===== src/rtl/mips_alu_pkg.sv =====
// mips_alu_pkg: ALU control encodings and op type shared by the ALU files
package mips_alu_pkg;
  typedef logic [3:0] alu_op_t;
  localparam alu_op_t ALU_AND  = 4'b0000;
  localparam alu_op_t ALU_OR   = 4'b0001;
  localparam alu_op_t ALU_ADD  = 4'b0010;
  localparam alu_op_t ALU_LUI  = 4'b0011;
  localparam alu_op_t ALU_SUB  = 4'b0110;
  localparam alu_op_t ALU_SLT  = 4'b0111;
  localparam alu_op_t ALU_SLTU = 4'b1000;
  localparam alu_op_t ALU_XOR  = 4'b1001;
  localparam alu_op_t ALU_NOR  = 4'b1100;
endpackage


===== src/rtl/mips_alu_datapath.sv =====
// mips_alu_datapath: combinational result/zero/overflow for mips_alu (Overflow under MIPS_ALU_OVERFLOW_EN)
module mips_alu_datapath
  import mips_alu_pkg::*;
#(
  parameter int WIDTH = 32
) (
  input  logic [WIDTH-1:0] A,
  input  logic [WIDTH-1:0] B,
  input  alu_op_t          ALUControl,
  output logic [WIDTH-1:0] next_result,
`ifdef MIPS_ALU_OVERFLOW_EN
  output logic             next_overflow,
`endif
  output logic             next_zero
);
  localparam int M = WIDTH - 1;
  logic             sub_mode;
  logic [WIDTH-1:0] b_eff;
  logic [WIDTH:0]   sum;
  logic             slt;
  logic             sltu;
  assign sub_mode = (ALUControl == ALU_SUB) || (ALUControl == ALU_SLT) || (ALUControl == ALU_SLTU);
  assign b_eff    = sub_mode ? ~B : B;
  assign sum      = {1'b0, A} + {1'b0, b_eff} + {{WIDTH{1'b0}}, sub_mode};
  assign slt      = (A[M] != B[M]) ? A[M] : sum[M];
  assign sltu     = ~sum[WIDTH];
  // Select the result for the current op; unknown codes yield zero
  always_comb begin
    next_result = '0;
    case (ALUControl)
      ALU_AND:  next_result = A & B;
      ALU_OR:   next_result = A | B;
      ALU_ADD:  next_result = sum[M:0];
      ALU_SUB:  next_result = sum[M:0];
      ALU_SLT:  next_result = {{M{1'b0}}, slt};
      ALU_SLTU: next_result = {{M{1'b0}}, sltu};
      ALU_XOR:  next_result = A ^ B;
      ALU_NOR:  next_result = ~(A | B);
      ALU_LUI:  next_result = {B[WIDTH-17:0], 16'h0000};
      default:  next_result = '0;
    endcase
  end
  assign next_zero = (next_result == '0);
`ifdef MIPS_ALU_OVERFLOW_EN
  assign next_overflow = ((ALUControl == ALU_ADD) || (ALUControl == ALU_SUB)) &&
                         (A[M] == b_eff[M]) && (sum[M] != A[M]);
`endif
endmodule


===== src/rtl/mips_alu.sv =====
// mips_alu: registered 32-bit MIPS ALU, one cycle latency (Overflow output under MIPS_ALU_OVERFLOW_EN)
module mips_alu
  import mips_alu_pkg::*;
#(
  parameter int WIDTH = 32
) (
  input  logic             clk,
  input  logic             reset,
  input  logic [WIDTH-1:0] A,
  input  logic [WIDTH-1:0] B,
  input  logic [3:0]       ALUControl,
  input  logic             in_valid,
  output logic [WIDTH-1:0] Result,
  output logic             Zero,
`ifdef MIPS_ALU_OVERFLOW_EN
  output logic             Overflow,
`endif
  output logic             out_valid
);
  logic [WIDTH-1:0] next_result;
  logic             next_zero;
`ifdef MIPS_ALU_OVERFLOW_EN
  logic             next_overflow;
`endif
  mips_alu_datapath #(.WIDTH(WIDTH)) u_dp (
    .A           (A),
    .B           (B),
    .ALUControl  (alu_op_t'(ALUControl)),
    .next_result (next_result),
`ifdef MIPS_ALU_OVERFLOW_EN
    .next_overflow(next_overflow),
`endif
    .next_zero   (next_zero)
  );
  // Output registers load on valid input and hold otherwise; out_valid tracks in_valid
  always_ff @(posedge clk) begin
    if (reset) begin
      Result    <= '0;
      Zero      <= 1'b1;
      out_valid <= 1'b0;
`ifdef MIPS_ALU_OVERFLOW_EN
      Overflow  <= 1'b0;
`endif
    end else begin
      out_valid <= in_valid;
      if (in_valid) begin
        Result   <= next_result;
        Zero     <= next_zero;
`ifdef MIPS_ALU_OVERFLOW_EN
        Overflow <= next_overflow;
`endif
      end
    end
  end
endmodule


===== config.mk =====
export PLATFORM = sky130hd
export DESIGN_NAME = mips_alu
export DESIGN_NICKNAME = d
export VERILOG_FILES = /design/src/rtl/mips_alu_pkg.sv /design/src/rtl/mips_alu_datapath.sv /design/src/rtl/mips_alu.sv
export SDC_FILE = /design/constraint.sdc
export NUM_CORES = 1
export LEC_CHECK = 0
export BUFFER_PORTS_ARGS = -buffer_cell sky130_fd_sc_hd__buf_2
export CORE_MARGIN = 1.5
export CORE_UTILIZATION = 55
export CTS_CLUSTER_SIZE = 10
export DETAILED_ROUTE_END_ITERATION = 7
export GPL_TIMING_DRIVEN = 0
export PLACE_DENSITY_LB_ADDON = 0.15
export SLEW_MARGIN = 20
export SYNTH_ARGS = -nofsm -noshare
export SYNTH_HDL_FRONTEND = slang
export SYNTH_SLANG_ARGS = --single-unit

===== constraint.sdc =====
create_clock -name clk -period 7.8 [get_ports clk]
set_clock_uncertainty 0.2 [all_clocks]
set_input_delay 0.78 -clock clk [delete_from_list [all_inputs] [get_ports clk]]
set_output_delay 0.78 -clock clk [all_outputs]
set_load 0.1 [all_outputs]

==> results.yml <==
place:
  dp_hpwl_mm: 17.6
  placed_cell_area_mm2: 0.00659
  port_buffers: 103
  gp_congestion: 0.996
floorplan:
  die_h_um: 107
  start_util_pct: 56.9
  die-area_mm2: 0.0114
  core_area_mm2: 0.0104
  num_io_pins: 105
  num_rows: 37
  chipWidth_um: 107
worst_setup_path:
  rrSetupSlack_ns: 6.78
  crit_chain: "buf_2 -> buf_2 -> nor4b_4 -> nor2_1 -> clkbuf_1 -> xnor2_1 -> ha_1 -> buf_2 -> a21oi_1 -> o21ai_0 -> a221oi_1 -> o21ai_0 -> o2111ai_1 -> nor3b_1 -> nand4_1 -> nor4_1 -> nand4_1 -> o21ai_1"
  critPathMaxFanout: 10
  critPathKind: "in -> reg"
  critPathLaunchType: "input pin"
  crit_path_frequent_cell: "buf_2"
  required_ns: 7.84
  slowest_stage: "clkbuf_1"
  critPathCaptureType: "flip-flop"
  cpPeakStageDelay_ns: 0.74
  cp.arrival_ns: 5.66
layout:
  mostFrequentLayoutCell: "buf_2"
  syn2layout_area_growth_pct: 13.5
  n_antenna_cell: 0
  drive_above_1_share_pct: 17.2
  nets: 1061
  nFillCells: 893
  fin_area_mm2: 0.00670
  mostFrequentLayoutCells: "114 x buf_2, 95 x ha_1, 74 x inv_1"
drt:
  drtAntennaViolNets: 0
  num_vias: 6541
  drt-wirelength-per-cell_um: 20.7
  drc: 0
  finalWirelength_mm: 21.4
  vias_per_cell: 6.34
  first_pass_iters: 7
  drt_iter0_drc: 639
clock_tree:
  post_cts_buffers: 0
  cts.repair.resized: 0
  numCtsBuffers: 5
  holdBufCountCts: 0
  tritoncts: "built"
  ctsHtreeMaxLevel: 2
  clkTransAtPathRegs_ns: 0.07
  cts_sinks: 34
  clockRootBuffer: "clkbuf_8"
  insertion_delay_ns: 0.29
  cts_max_path_buffers: 2
synth:
  ys_ff_latch: 34
  postSynthCellCount: 784
  netlist.area_leader.share_pct: 20.1
  synth_top_area_cell: "ha_1"
  synth_cell_types: 78
  syn_area_mm2: 0.00590
  synth-xor-area-share_pct: 5.93
  synth_compound_area_share_pct: 29.8
  ys_async_sr_fraction_pct: 0
  ys_top_cells_by_area: "ha_1 20%, dfxtp_1 12%, xnor2_1 5.5%"
  seq_area_frac_synth_pct: 11.5
  synth_nets: 951
  synth_fa_ha_area_share_pct: 20.5
  syn_avg_cell_area_um2: 7.53
  synth_edf_count: 0
  synth_mux_area_share_pct: 3.48
  yosysWarnings: 0
  synthFlopType: "dfxtp_1"
  synth_top_family_by_area: "compound AO/OA/AOI/OAI gates"
  yosys.area_share.simple_pct: 20.2
sta:
  setup_viol_count_final: 0
  period_share_pct: 72.0
  fin_tns_setup_ns: 0
  finalHoldViolCount: 0
  min_period_ns: 5.62
  report.final.slew_viol_count: 0
  worst_pin_slew_ns: 0.952
  whs_ns: 0.262
  relSlewSlack_pct: 36.5
  fmax_mhz: 178
  rsz0062_at_grt: "false"
global_route:
  grtUsageMet1_pct: 50.5
  grt_max_degree: 13
  grt_pass1_vias: 6039
  grt_pass1_wl_mm: 32.7
  grt_antenna_before_repair: 0
  grtUsageMet2_pct: 61.3
  grt_busiest_layer: "met2"
  grt.met3_usage_pct: 2.25
  overflow: 0
  grt_usage_pct: 37.5
flow_run:
  maxCapViolCount: 0
power:
  p_per_area_mw_per_mm2: 139
  leakage_nw: 3.18
  ir_drop_uv: 149
run_status:
  status: "finished clean"
hold_path:
  min_path_type: "reg -> reg"
==> final cells by class <==
type | count | area [um2] | area share (%)
multi-input combinational | 624 | 4720 | 70.4
sequential | 34 | 681 | 10.2
timing repair buffer | 103 | 515 | 7.69
inverter | 75 | 282 | 4.20
buffer | 51 | 224 | 3.34
tap | 136 | 170 | 2.54
clock buffer | 5 | 68.8 | 1.03
clock inverter | 3 | 45.0 | 0.672
==> logic make-up after synthesis <==
| kind of cell | Yosys count |
|---|---|
| DFF | 34 |
| muxes | 20 |
| xor gates and xnor gates | 40 |
| AOI/OAI and AO/OA | 237 |
| adders and majority gates | 96 |
| and+or+nand+nor | 231 |
| buffers and inverters | 126 |
==> stage by stage <==
step,total power [mW],utilization [%],setup WS (ns),instances
floorplan,0.609,-,3.08,784
global placement,0.747,63.5,2.04,1023
detailed placement,0.759,63.5,2.04,1023
CTS,0.919,64.6,2.33,1031
global route,0.983,64.6,1.97,1031
finish,0.934,64.6,2.18,1031
==> Yosys cell counts, types with 12 or more instances <==
master / number
nand2_1: 64
nand4_1: 16
nand2b_1: 12
o21ai_0: 32
a222oi_1: 14
a211oi_1: 26
a21o_1: 16
mux2i_1: 16
clkbuf_1: 34
o211ai_1: 19
a21oi_1: 38
nor3_1: 13
dfxtp_1: 34
inv_1: 74
a31oi_1: 12
nor2_1: 51
ha_1: 95
nand3_1: 15
xnor2_1: 37
==> path summary, 6_finish.rpt <==
path	to	start	cells after the start
worst max-delay path	Zero$_SDFFE_PP1P_	ALUControl[3]	18
worst min-delay path	Result[2]$_SDFFE_PP0P_	Result[2]$_SDFFE_PP0P_	2
worst max register to register	Result[12]$_SDFFE_PP0P_	Result[12]$_SDFFE_PP0P_	2
worst min register to register	Result[2]$_SDFFE_PP0P_	Result[2]$_SDFFE_PP0P_	2
==> report_power, final <==
| part | leakage [nW] | switching [mW] | internal (mW) |
|---|---|---|---|
| clock network | 0.0504 | 0.0674 | 0.0949 |
| logic | 2.85 | 0.391 | 0.188 |
| registers | 0.281 | 0.00613 | 0.186 |
==> state kept, by name, indices dropped and copies added, names as in the netlist <==
name and cells:
out_valid 1, Result 32, Zero 1
==> critical path: cells and delay by family <==
family | cells | cell delay, ns
fa+ha+maj | 1 | 0.26
simple gates | 6 | 1.60
buf+inv | 4 | 1.17
xor+xnor | 1 | 0.21
compound gates | 6 | 1.62
==> routing by layer <==
layer  up-vias  share of wire, %
met1      3047                42
met5         -                 0
met2       326                44
met4         0               4.7
li1       3109                 -
met3        59               9.1
No activity file was read; power rests on OpenSTA's default activity.
